### config.mk
export PLATFORM = sky130hd
export DESIGN_NAME = mmio_ctrl
export DESIGN_NICKNAME = d
export VERILOG_FILES = /design/src/rtl/mmio_pkg.sv /design/src/rtl/mmio_fifo.sv /design/src/rtl/mmio_ctrl.sv
export SDC_FILE = /design/constraint.sdc
export NUM_CORES = 1
export LEC_CHECK = 0
export BUFFER_PORTS_ARGS = -buffer_cell sky130_fd_sc_hd__buf_4
export CAP_MARGIN = 40
export CORE_MARGIN = 3
export CORE_UTILIZATION = 30
export CTS_CLUSTER_SIZE = 24
export DETAILED_ROUTE_END_ITERATION = 6
export PLACE_DENSITY = 0.57
export SLEW_MARGIN = 40
export SYNTH_ARGS = -nofsm -noshare
export SYNTH_HDL_FRONTEND = slang
export SYNTH_SLANG_ARGS = --single-unit
### constraint.sdc
create_clock -name clk -period 3.95 [get_ports clk]
set_input_delay 0.79 -clock clk [delete_from_list [all_inputs] [get_ports clk]]
set_output_delay 0.79 -clock clk [all_outputs]
set_load 0.02 [all_outputs]
### src/rtl/mmio_pkg.sv
// Shared register map, STATUS bit positions and timer width for the MMIO controller.
package mmio_pkg;

  typedef enum logic [10:0] {
    OFF_TX_DATA  = 11'h000,
    OFF_STATUS   = 11'h001,
    OFF_RX_DATA  = 11'h002,
    OFF_TIMER_LO = 11'h003,
    OFF_TIMER_HI = 11'h004,
    OFF_IRQ_EN   = 11'h005
  } reg_off_e;

  localparam int unsigned ST_TX_EMPTY     = 0;
  localparam int unsigned ST_TX_FULL      = 1;
  localparam int unsigned ST_RX_NONEMPTY  = 2;
  localparam int unsigned ST_RX_FULL      = 3;
  localparam int unsigned ST_TX_OVF       = 4;
  localparam int unsigned ST_TX_COUNT_LSB = 8;
  localparam int unsigned ST_RX_COUNT_LSB = 12;

  localparam int unsigned TIMER_WIDTH = 32;

endpackage

### src/rtl/mmio_fifo.sv
// Synchronous FIFO with occupancy count; pushes while full are dropped, pops while empty ignored.
module mmio_fifo #(
  parameter int unsigned WIDTH = 16,
  parameter int unsigned DEPTH = 8,
  localparam int unsigned AW = $clog2(DEPTH),
  localparam int unsigned CW = $clog2(DEPTH + 1)
) (
  input  logic             clk,
  input  logic             rst,
  input  logic             push,
  input  logic             pop,
  input  logic [WIDTH-1:0] wdata,
  output logic [WIDTH-1:0] rdata,
  output logic [CW-1:0]    count,
  output logic             full,
  output logic             empty
);

  logic [WIDTH-1:0] mem [DEPTH];
  logic [AW-1:0]    wr_ptr;
  logic [AW-1:0]    rd_ptr;
  logic             do_push;
  logic             do_pop;

  // Full/empty come from the pre-edge count, so a full FIFO drops a push even alongside a pop.
  assign full    = (count == CW'(DEPTH));
  assign empty   = (count == '0);
  assign do_push = push & ~full;
  assign do_pop  = pop & ~empty;
  assign rdata   = empty ? '0 : mem[rd_ptr];

  always_ff @(posedge clk or negedge rst) begin
    if (!rst) begin
      wr_ptr <= '0;
      rd_ptr <= '0;
      count  <= '0;
    end else begin
      if (do_push) wr_ptr <= wr_ptr + 1'b1;
      if (do_pop)  rd_ptr <= rd_ptr + 1'b1;
      if (do_push && !do_pop)      count <= count + 1'b1;
      else if (do_pop && !do_push) count <= count - 1'b1;
    end
  end

  always_ff @(posedge clk) begin
    if (do_push) mem[wr_ptr] <= wdata;
  end

endmodule

### src/rtl/mmio_ctrl.sv
// MMIO window controller: TX/RX FIFOs, strobe-tick timer with snapshot, STATUS register.
// Optional interrupt output and IRQ_EN register when MMIO_IRQ_EN is defined.
module mmio_ctrl
  import mmio_pkg::*;
#(
  parameter logic [15:0] MMIO_BASE  = 16'hF800,
  parameter int unsigned FIFO_DEPTH = 8
) (
  input  logic        clk,
  input  logic        rst,
  input  logic        clk_stb_800k,
  input  logic [15:0] data_addr,
  input  logic [15:0] data_wdata,
  input  logic        mem_write_en,
  output logic        mmio_sel,
  output logic [15:0] mmio_rdata,
  output logic        ram_write_en,
  output logic [15:0] tx_data,
  output logic        tx_valid,
  input  logic        tx_ready,
  input  logic [15:0] rx_data,
  input  logic        rx_valid,
  output logic        rx_ready
`ifdef MMIO_IRQ_EN
  ,
  output logic        irq
`endif
);

  localparam int unsigned CW = $clog2(FIFO_DEPTH + 1);

  logic [10:0]            off;
  logic                   wr;
  logic [CW-1:0]          tx_count, rx_count;
  logic                   tx_full, tx_empty, rx_full, rx_empty;
  logic [15:0]            rx_head;
  logic                   tx_ovf;
  logic [TIMER_WIDTH-1:0] timer_cnt, timer_snap;
  logic [15:0]            status;

  assign off          = data_addr[10:0];
  assign mmio_sel     = (data_addr[15:11] == MMIO_BASE[15:11]);
  assign ram_write_en = mem_write_en & ~mmio_sel;
  assign wr           = mem_write_en & clk_stb_800k & mmio_sel;
  assign tx_valid     = ~tx_empty;
  assign rx_ready     = ~rx_full;

  mmio_fifo #(.WIDTH(16), .DEPTH(FIFO_DEPTH)) u_tx_fifo (
    .clk   (clk),
    .rst   (rst),
    .push  (wr && off == OFF_TX_DATA),
    .pop   (tx_valid & tx_ready),
    .wdata (data_wdata),
    .rdata (tx_data),
    .count (tx_count),
    .full  (tx_full),
    .empty (tx_empty)
  );

  mmio_fifo #(.WIDTH(16), .DEPTH(FIFO_DEPTH)) u_rx_fifo (
    .clk   (clk),
    .rst   (rst),
    .push  (rx_valid & rx_ready),
    .pop   (wr && off == OFF_RX_DATA),
    .wdata (rx_data),
    .rdata (rx_head),
    .count (rx_count),
    .full  (rx_full),
    .empty (rx_empty)
  );

  // Snapshot samples the pre-increment counter when a tick and a capture share an edge.
  always_ff @(posedge clk or negedge rst) begin
    if (!rst) begin
      timer_cnt  <= '0;
      timer_snap <= '0;
      tx_ovf     <= 1'b0;
    end else begin
      if (clk_stb_800k) timer_cnt <= timer_cnt + 1'b1;
      if (wr && off == OFF_TIMER_LO) timer_snap <= timer_cnt;
      if (wr && off == OFF_TX_DATA && tx_full) tx_ovf <= 1'b1;
      else if (wr && off == OFF_STATUS)        tx_ovf <= 1'b0;
    end
  end

`ifdef MMIO_IRQ_EN
  logic [1:0] irq_en;

  always_ff @(posedge clk or negedge rst) begin
    if (!rst) begin
      irq_en <= '0;
      irq    <= 1'b0;
    end else begin
      if (wr && off == OFF_IRQ_EN) irq_en <= data_wdata[1:0];
      irq <= (irq_en[0] & ~rx_empty) | (irq_en[1] & tx_empty);
    end
  end
`endif

  always_comb begin
    status                          = '0;
    status[ST_TX_EMPTY]             = tx_empty;
    status[ST_TX_FULL]              = tx_full;
    status[ST_RX_NONEMPTY]          = ~rx_empty;
    status[ST_RX_FULL]              = rx_full;
    status[ST_TX_OVF]               = tx_ovf;
    status[ST_TX_COUNT_LSB +: 4]    = 4'(tx_count);
    status[ST_RX_COUNT_LSB +: 4]    = 4'(rx_count);
  end

  always_comb begin
    mmio_rdata = '0;
    if (mmio_sel) begin
      case (off)
        OFF_STATUS:   mmio_rdata = status;
        OFF_RX_DATA:  mmio_rdata = rx_head;
        OFF_TIMER_LO: mmio_rdata = timer_snap[15:0];
        OFF_TIMER_HI: mmio_rdata = timer_snap[31:16];
`ifdef MMIO_IRQ_EN
        OFF_IRQ_EN:   mmio_rdata = {14'b0, irq_en};
`endif
        default:      mmio_rdata = '0;
      endcase
    end
  end

endmodule

==> results by group, run 1 <==
Status
  • Status: completed

Detailed routing
  • Via density: between 4 and 5
  • Detailed Route Iter0 Violations: 512
  • Vias: 7,431
  • WL/cell: 20.8 um
  • First-pass iteration count of the detailed router: 5
  • WL final: 32,200 um
  • Routed Antenna Nets: 0
  • DRC: 0

Synth
  • Post-Syn Area: 14,200 um^2
  • Ranking of synthesized cells by area: edfxtp_1 (54%), dfrtp_1 (15%), mux4_2 (10%), mux2_4 (3.2%), mux2i_1 (3.0%)
  • Most numerous cell in the Yosys netlist: edfxtp_1
  • Share of Yosys cell area claimed by the top area cell type: between 50% and 60%
  • Top FF cell, synth: edfxtp_1
  • Top cells by count, synth: edfxtp_1 (256), dfrtp_1 (85), mux4_2 (64)
  • Mean Syn Cell Area: 17.8 um^2
  • Seq/Total Area, Yosys: 69.3%
  • Number of synthesized register bits: 341
  • Cell accounting for the most synthesized area: edfxtp_1
  • Net Count, Synth: 861
  • Ys async rst share: 24.9%
  • Number of synthesized flops with an enable pin: around 260
  • Distinct cells, synth: 46
  • Ys Warns: 0
  • Post-Syn Instances: between 700 and 800

STA
  • Hold slack: 0.246 ns
  • Fmax: 0.279 GHz
  • Final hold viol count: 0
  • Slew @ Worst Pin: 0.750 ns
  • RSZ-0062 raised after global routing: false
  • Post-layout min period: 3.58 ns
  • Worst clock skew: 0.0259 ns
  • Slew headroom: 49.3%
  • Setup violators final: 0
  • Final Cycle Share: 90.6%
  • Slew Viols, Final: 0
  • Final TNS setup: 0 ns

Power
  • Switch share: 27.6%
  • Maximum VDD drop: 0.000477 V
  • Pwr Density: 586 nW/um^2
  • Power Internal: 7.26 mW
  • Reg power frac: 45.0%
  • Combinational share of power: 19.2%
  • Clock share of power: 35.8%
  • P_leak: 6.16 nW
  • Sw power: 2.77 mW

Global routing
  • Largest net degree at the start of global routing: 48
  • Total GRT Usage: 12.8%
  • Number of global-route vias before repair: 7,772
  • First-pass GRT wire length: ~49,000 um
  • Initial antenna violation count: 0
  • Gr ovfl total: 0

Worst setup path
  • R2r startpoint: u_rx_fifo.count[0]
  • Crit Path Max Fanout: 32
  • CP Launch Type: flip-flop
  • Flop2flop setup slack: 0.80 ns
  • CP Data Arrival Time: 2.79 ns
  • Crit path cell chain: buf_12 > mux4_2 > mux2i_1 > or2_2 > a2111oi_0 > buf_4
  • Crit path max-delay family: multiplexers
  • CP Buf/Inv Count: 2
  • Crit path kind: reg -> out
  • CP endpoint kind: output pin
  • Worst endpoint required time: approximately 3.2 ns
  • Worst Setup SP: u_rx_fifo.rd_ptr[1]
  • CP max-delay cell: a2111oi_0
  • FF-to-FF End: u_rx_fifo.count[3]
  • Slowest stage delay, CP: roughly 0.48 ns
  • R2R cell count: 11

Clock tree
  • CTS tree: done
  • CTS Buf Count: 38
  • Number of setup buffers added after CTS: 0
  • Maximum clock path buffer count: 3
  • Clk pin slew, worst setup/hold paths: 0.06 ns
  • H-tree Lvls: 2
  • Clk Latency, worst-skew pair: 0.55 ns
  • Root Driver: clkbuf_16
  • Post-CTS resize count: 0
  • CTS Hold Bufs: 0
  • CTS Sinks: between 300 and 400

Cells and area
  • Fraction of layout cells with a size suffix above 1: 33.0%
  • Fillers: 4,234
  • Storage element area: 9820 um^2
  • Multi-input logic area: 4230 um^2
  • Util after Layout: between 30% and 40%
  • Area delta synth->final: 20.9%
  • Layout net count: 991
  • Antenna cells: 0

Floorplan
  • Core footprint: 46,000 um^2
  • Initial cell density of the core: 30.8%
  • Die Area: 49,900 um^2
  • Die Span Y: 223 um
  • Std cell rows: 78
  • Die W: 223 um
  • I/O Pins: 90

Placed design
  • Port buffer count: 89
  • DP HPWL: just over 20,000 um
  • Final RePlAce weighted congestion: roughly 0.82

Min path
  • Min-Delay Path Class: in -> async

Job
  • Max Cap Viol: 0
logic make-up (layout without fill, tap and decap cells):
logic type | after synthesis | after routing | share of synthesized area, %
flip-flops | 341 | 341 | 69.3
AND/OR/NAND/NOR | 156 | 156 | 5.79
multiplexers | 147 | 147 | 17.2
buffers and inverters | 50 | 207 | 1.76
XOR/XNOR | 45 | 45 | 2.78
AO/OA/AOI/OAI | 42 | 42 | 1.93
adder cells (fa/ha/maj) | 13 | 13 | 1.25
how the worst max path moves through the flow:
| stage | depth (start not counted) | end |
|---|---|---|
| final | 6 | mmio_rdata[2] |
| after global routing | 5 | mmio_rdata[3] |
| after CTS | 6 | mmio_rdata[2] |
| after detailed placement | 6 | timer_snap[5] |
| after global placement | 6 | timer_snap[17] |
| after floorplan | 5 | mmio_rdata[2] |
power groups by stage:
stage / registers (mW) / clock network [mW] / logic [mW]
3_3_place_gp: 4.58 / 0 / 1.93
4_1_cts: 4.52 / 3.69 / 1.96
5_1_grt: 4.56 / 3.84 / 2.10
3_5_place_dp: 4.59 / 0 / 1.95
6_report: 4.51 / 3.60 / 1.93
2_1_floorplan: 4.37 / 0 / 1.35
placed cells by master, fill, tap and decap left out, types with 4 or more instances in the layout:
cell,Yosys,final
bufinv_16,0,5
buf_4,0,126
nor4_1,9,4
clkbuf_16,0,38
ha_1,11,11
nand4_1,16,16
dfrtp_1,85,84
xor2_1,6,6
inv_1,10,10
edfxtp_1,256,256
nor2_1,43,43
and3_1,5,5
or2_2,5,5
clkinv_2,0,4
clkinv_1,0,6
mux2_4,30,30
nand3_1,15,15
clkbuf_1,21,8
o21ai_0,4,4
mux2i_1,43,43
mux2_2,10,10
nor3b_2,0,4
nand2_1,21,21
mux4_2,64,64
a32oi_1,4,4
nor3_1,14,7
nor3_2,0,6
xnor2_1,39,39
o22ai_1,9,9
a21oi_1,14,14
sequential cells by signal, summed over array words and instances, names as in the netlist:
register	cells
tx_ovf	1
u_rx_fifo.mem	128
timer_snap	32
u_rx_fifo.wr_ptr	3
u_tx_fifo.wr_ptr	3
u_tx_fifo.count	4
u_rx_fifo.count	4
u_tx_fifo.mem	128
timer_cnt	32
u_tx_fifo.rd_ptr	3
u_rx_fifo.rd_ptr	3
final cells by class:
type                    count  area share (%)
multi-input cells         403            24.7
flip-flops and latches    341            57.3
well taps                 600            4.38
inverters                  11           0.241
clock inverters            20            1.69
clock buffers              47            5.81
repair buffers            129            5.87
through the flow:
step	total power, mW	instance area, um^2	worst slack, ns	cells
CTS	10.2	17100	0.385	1551
global route	10.5	17100	0.314	1551
floorplan	5.72	14200	0.242	794
finish	10.0	17100	0.372	1551
detailed placement	6.54	15800	0.450	1484
global placement	6.51	15800	0.481	1484
metal layers:
layer / share of wire, % / track usage (%)
met2: 48 / 20.5
met1: 45 / 17.6
met5: 0 / 0
met3: 5.6 / 3.04
met4: 2.0 / 3.32
Note: power is estimated with default switching activity, not from simulation.
==> inputs of run 2 (changes only) <==
BUFFER_PORTS_ARGS = -buffer_cell sky130_fd_sc_hd__buf_2   (was -buffer_cell sky130_fd_sc_hd__buf_4)
==> run 2 against run 1 <==
Against the previous run: combinational power down 4%; die area unchanged; clock power down 6.4%; fmax down 1.9%; design area down 1.7%; first-iteration DRC count down 17%; cell count up 0.19%; register-to-register slack better by 0.15 ns; wire length down 0.59%; critical endpoint unchanged; largest cell class unchanged.
==> results by group, run 2 (synthesis gave the netlist of run 1 again) <==
Cells and area
  • Most frequent cells in the layout: edfxtp_1 (256), buf_2 (88), dfrtp_1 (82)
  • Fillers: 4,303 (+1.6%)
  • Top flop regs: u_rx_fifo.mem: 128 flops, u_tx_fifo.mem: 128 flops
  • Fraction of layout cells with a size suffix above 1: 33.8% (+0.77 points)
  • Commonest non-fill, non-tap cell in the layout: edfxtp_1
  • Util after Layout: 36.6% (-0.65 points)
  • Layout net count: 992 (+0.10%)
  • Area delta synth->final: 18.8%

STA
  • Final Cycle Share: 92.3% (+1.8 points)
  • Slew Viols, Final: 0 (unchanged)
  • Setup violators final: 0 (unchanged)
  • Slew @ Worst Pin: 0.827 ns (+0.0773 ns)
  • Fmax: 0.274 GHz (-1.9%)
  • Final hold viol count: 0 (unchanged)
  • Worst clock skew: 0.0119 ns (-0.0140 ns)
  • Post-layout min period: 3.65 ns (+0.0694 ns)
  • RSZ-0062 raised after global routing: false
  • Final setup margin: 0.303 ns (-0.0694 ns)
  • Slew headroom: 44.4% (-5.0 points)

Global routing
  • Number of global-route vias before repair: 7,909 (+1.8%)
  • Largest net degree at the start of global routing: 76 (+58%)
  • Gr ovfl total: 0 (unchanged)
  • Total GRT Usage: 12.9% (+0.035 points)
  • Initial antenna violation count: 2 (+2)
  • First-pass GRT wire length: 49,100 um (+0.30%)

Clock tree
  • CTS Buf Count: 36 (-5.3%)
  • CTS Sinks: 341 (unchanged)
  • Root Driver: clkbuf_16
  • Maximum clock path buffer count: 3 (unchanged)
  • CTS tree: done
  • Clk Latency, worst-skew pair: 0.54 ns (about the same)
  • Clk pin slew, worst setup/hold paths: 0.06 ns (about the same)
  • H-tree Lvls: 2 (unchanged)
  • Number of setup buffers added after CTS: 0 (unchanged)

Detailed routing
  • Via density: 4.87 (+1.7%)
  • First-pass iteration count of the detailed router: 4 (-1)
  • Vias: 7,572 (+1.9%)
  • WL/cell: 20.6 um (-0.78%)
  • DRC: 0 (unchanged)
  • Detailed Route Iter0 Violations: 426 (-17%)
  • WL final: 32,000 um (-0.59%)
  • Routed Antenna Nets: 0 (unchanged)

Worst setup path
  • Crit path max-delay family: flip-flops
  • Worst endpoint required time: 3.16 ns (about the same)
  • CP Launch Type: flip-flop
  • Slowest stage delay, CP: 0.53 ns (+0.05 ns)
  • CP Data Arrival Time: 2.86 ns (+0.07 ns)
  • CP max-delay cell: dfrtp_2
  • Crit path cell chain: buf_4 > mux4_2 > mux2i_1 > or2_2 > a2111oi_2 > buf_2
  • Crit Path Max Fanout: 11 (-66%)
  • CP endpoint kind: output pin
  • CP Buf/Inv Count: 2 (unchanged)
  • Crit path kind: reg -> out

Power
  • Maximum VDD drop: 0.000527 V (+10%)
  • Combinational share of power: 19.2% (about the same)
  • P_leak: 6.07 nW (-1.6%)
  • Reg power frac: 46.0% (+1.0 points)
  • Clock share of power: 34.8% (-1.0 points)
  • Switch share: 27.7% (+0.062 points)
  • Pwr Density: 575 nW/um^2 (-1.8%)
  • Power Internal: 7.00 mW (-3.6%)
  • Sw power: 2.68 mW (-3.3%)

Placed design
  • Port buffer count: 89 (unchanged)
  • Post-Place Setup Slack: -0.200 ns (-0.650 ns)
  • DP HPWL: 20,900 um (+1.1%)
  • Final RePlAce weighted congestion: 0.799 (-2.3%)

Floorplan
  • Initial cell density of the core: 30.8% (unchanged)
  • Die W: 223 um (unchanged)
  • Die Span Y: 223 um (unchanged)
  • Die Area: 49,900 um^2 (unchanged)
  • I/O Pins: 90 (unchanged)
  • Std cell rows: 78 (unchanged)
  • Core footprint: 46,000 um^2 (unchanged)

Min path
  • Min-Delay Path Class: in -> async

Job
  • Max Cap Viol: 0 (unchanged)

Status
  • Status: completed
run 2: power groups by stage:
stage	registers (mW)	clock network [mW]	logic (mW)
final	4.46	3.37	1.86
after global routing	4.50	3.61	2.03
after CTS	4.46	3.47	1.90
after detailed placement	4.54	0	1.89
after global placement	4.52	0	1.87
after floorplan	4.37	0	1.35
run 2: area by class of cell:
| type | instances | area (um^2) | area share, % |
|---|---|---|---|
| Tap cell | 600 | 751 | 4.46 |
| Clock inverter | 20 | 209 | 1.24 |
| Inverter | 11 | 41.3 | 0.245 |
| Sequential cell | 341 | 9820 | 58.3 |
| Multi-Input combinational cell | 403 | 4240 | 25.2 |
| Timing Repair Buffer | 132 | 787 | 4.68 |
| Antenna cell | 1 | 2.50 | 0.0149 |
| Clock buffer | 46 | 988 | 5.87 |
run 2: path summary, 6_finish.rpt:
kind	from	endpoint	slack, ns	depth (start not counted)
setup / recovery	u_rx_fifo.rd_ptr[1]	mmio_rdata[2]	0.30	6
hold / removal	rst	u_rx_fifo.count[2]	0.30	1
setup reg to reg	u_tx_fifo.count[0]	u_tx_fifo.count[3]	0.95	11
max in group asynchronous	rst	timer_cnt[17]	3.01	2
min in group clk	timer_cnt[31]	timer_cnt[31]	0.48	1
hold reg to reg	timer_cnt[31]	timer_cnt[31]	0.48	1
run 2: timing repair:
item                                    4_1_cts  5_1_grt
hold buffers                                  0        0
resized for setup                             3        1
endpoints found under the setup margin        1        1
run 2: metal layers:
| metal | up-vias | wire [um] | track usage, % |
|---|---|---|---|
| li1 | 3390 | - | - |
| met1 | 3946 | 14500 | 17.8 |
| met2 | 186 | 15100 | 20.5 |
| met3 | 48 | 1760 | 2.87 |
| met4 | 2 | 656 | 3.36 |
| met5 | - | 8 | 0 |
run 2: per-stage QoR:
step	cells	hold slack (ns)	power (mW)	instance area, um^2	TNS, ns
3_3_place_gp	1487	0.462	6.38	15600	-0.178
4_1_cts	1553	0.308	9.83	16800	0
6_report	1554	0.298	9.69	16800	0
5_1_grt	1553	0.332	10.1	16800	0
2_1_floorplan	794	0.446	5.72	14200	0
3_5_place_dp	1487	0.471	6.43	15600	-0.200
run 2: worst reg2reg max path, cell delays in order (launching register included):
cell and delay, ns:
dfrtp_1 0.47, or4b_2 0.77, nor3b_1 0.23, nand3_1 0.12, inv_1 0.05, ha_1 0.19
inv_1 0.13, ha_1 0.25, a21o_1 0.17, a21oi_1 0.17, mux2i_1 0.23, xnor2_1 0.13
==> inputs of run 3 (changes only) <==
REMOVE_ABC_BUFFERS = 1   (was default)
==> run 3 against run 2 <==
Against the previous run: design area decreased by 0.49%; global-route usage is 0.27 points lower; critical path type is now in -> out; wire length down 2.4%; highest routed layer unchanged.
==> results by group, run 3 (synthesis gave the netlist of run 1 again) <==
Status
  • Status: completed

Floorplan
  • Die Span Y: 223 um (unchanged)
  • Core footprint: 46,000 um^2 (unchanged)
  • Initial cell density of the core: 30.8% (unchanged)
  • Die W: 223 um (unchanged)
  • I/O Pins: 90 (unchanged)
  • Die Area: 49,900 um^2 (unchanged)
  • Std cell rows: 78 (unchanged)

Global routing
  • Initial antenna violation count: 2 (unchanged)
  • First-pass GRT wire length: 48,100 um (-2.0%)
  • Gr ovfl total: 0 (unchanged)
  • Total GRT Usage: 12.6% (-0.27 points)
  • Number of global-route vias before repair: 7,793 (-1.5%)
  • Largest net degree at the start of global routing: 33 (-57%)

Placed design
  • Post-Place Setup Slack: 0.138 ns (+0.338 ns)
  • DP HPWL: 20,300 um (-3.2%)
  • Final RePlAce weighted congestion: 0.778 (-2.7%)
  • Placed Area: 15,600 um^2 (-0.15%)
  • Port buffer count: 89 (unchanged)

Cells and area
  • Commonest non-fill, non-tap cell in the layout: edfxtp_1
  • Antenna cells: 0 (-1)
  • Fraction of layout cells with a size suffix above 1: 32.6% (-1.2 points)
  • Fin area: 16,700 um^2 (-0.49%)
  • Area delta synth->final: 18.2%
  • Top flop regs: u_rx_fifo.mem: 128 flops, u_tx_fifo.mem: 128 flops
  • Most frequent cells in the layout: edfxtp_1 (256), buf_2 (88), dfrtp_1 (84)
  • Layout net count: 989 (-0.30%)

Clock tree
  • Number of setup buffers added after CTS: 0 (unchanged)
  • Clk pin slew, worst setup/hold paths: 0.06 ns (about the same)
  • CTS Sinks: 341 (unchanged)
  • Post-CTS resize count: 0 (-3)
  • Maximum clock path buffer count: 3 (unchanged)
  • CTS tree: done
  • CTS Buf Count: 37 (+2.8%)
  • H-tree Lvls: 2 (unchanged)
  • Root Driver: clkbuf_16
  • CTS Hold Bufs: 0 (unchanged)
  • Clk Latency, worst-skew pair: 0.53 ns (about the same)

Worst setup path
  • Crit Path Max Fanout: 7 (-4)
  • Crit path kind: in -> out
  • CP Launch Type: input port
  • CP endpoint kind: output pin
  • CP Data Arrival Time: 3.05 ns (+0.19 ns)
  • Worst endpoint required time: 3.16 ns (about the same)

STA
  • Post-layout min period: 3.84 ns (+0.193 ns)
  • Worst clock skew: 0.0130 ns (+0.00112 ns)
  • RSZ-0062 raised after global routing: false
  • Final TNS setup: 0 ns (unchanged)
  • Final Cycle Share: 97.2% (+4.9 points)
  • Slew headroom: 51.4% (+7.0 points)
  • Final hold viol count: 0 (unchanged)
  • Final setup margin: 0.110 ns (-0.193 ns)
  • Setup violators final: 0 (unchanged)
  • Slew @ Worst Pin: 0.723 ns (-0.104 ns)
  • Fmax: 0.260 GHz (-5.0%)
  • Slew Viols, Final: 0 (unchanged)

Detailed routing
  • DRC: 0 (unchanged)
  • Via density: 4.81 (-1.3%)
  • Routed Antenna Nets: 0 (unchanged)
  • First-pass iteration count of the detailed router: 4 (unchanged)
  • Detailed Route Iter0 Violations: 432 (+1.4%)
  • WL/cell: 20.2 um (-2.2%)
  • WL final: 31,300 um (-2.4%)
  • Vias: 7,457 (-1.5%)

Power
  • Maximum VDD drop: 0.000417 V (-21%)
  • P_leak: 6.05 nW (-0.32%)
  • Pwr Density: 574 nW/um^2 (-0.32%)
  • Tot Pwr: 9.61 mW (-0.81%)

Job
  • Max Cap Viol: 0 (unchanged)

Min path
  • Min-Delay Path Class: in -> async
run 3: cell count changes in the layout (fill, tap and decap cells not counted), moves of 2 or more:
| cell | previous run | this run |
|---|---|---|
| clkinv_1 | 6 | 10 |
| dfrtp_2 | 3 | 1 |
| dfrtp_1 | 82 | 84 |
| clkinv_2 | 4 | 6 |
| clkinvlp_4 | 3 | 0 |
| clkbuf_1 | 5 | 8 |
| clkbuf_8 | 5 | 0 |
| buf_4 | 42 | 38 |
| inv_6 | 1 | 3 |
run 3: area by class of cell:
| type | instances | area [um^2] |
|---|---|---|
| clock buffer | 45 | 956 |
| fill | 4310 | 29200 |
| tap | 600 | 751 |
| multi-input combinational | 403 | 4220 |
| sequential | 341 | 9820 |
| inverter | 11 | 41.3 |
| clock inverter | 23 | 204 |
| timing repair buffer | 128 | 766 |
run 3: report_power, final:
| part | leakage (nW) | internal (mW) | switching, mW |
|---|---|---|---|
| Combinational | 2.03 | 0.834 | 1.01 |
| Clock | 0.570 | 1.94 | 1.38 |
| Sequential | 3.45 | 4.17 | 0.279 |
| Total | 6.05 | 6.95 | 2.66 |
run 3: metal layers:
metal	routed length, um	track usage [%]
met1	13400	16.6
met2	15500	21.0
met3	1710	2.83
met4	573	3.40
met5	21	0
run 3: worst paths after layout:
| kind | start | endpoint | slack [ns] | cells after the start |
|---|---|---|---|---|
| worst max-delay path | data_addr[3] | mmio_rdata[2] | 0.11 | 7 |
| worst min register to register | timer_cnt[31] | timer_cnt[31] | 0.49 | 1 |
| min in group clk | timer_cnt[31] | timer_cnt[31] | 0.49 | 1 |
| max in group asynchronous | rst | timer_snap[19] | 2.98 | 2 |
| worst min-delay path | rst | timer_snap[2] | 0.20 | 1 |
| worst max register to register | u_rx_fifo.count[3] | u_rx_fifo.count[3] | 0.89 | 10 |
run 3: stage by stage:
stage,instances,hold WS (ns),utilization (%)
final,1551,0.199,36.4
after detailed placement,1483,0.478,33.9
after global placement,1483,0.477,33.9
after floorplan,755,0.446,-
after global routing,1551,0.206,36.4
after CTS,1551,0.191,36.4
run 3: critical path: stages:
cell	delay, ns
buf_2	0.10
nor4_1	0.37
nand4_1	0.41
or2_2	0.42
a2111oi_0	0.57
buf_4	0.23
buf_2	0.16
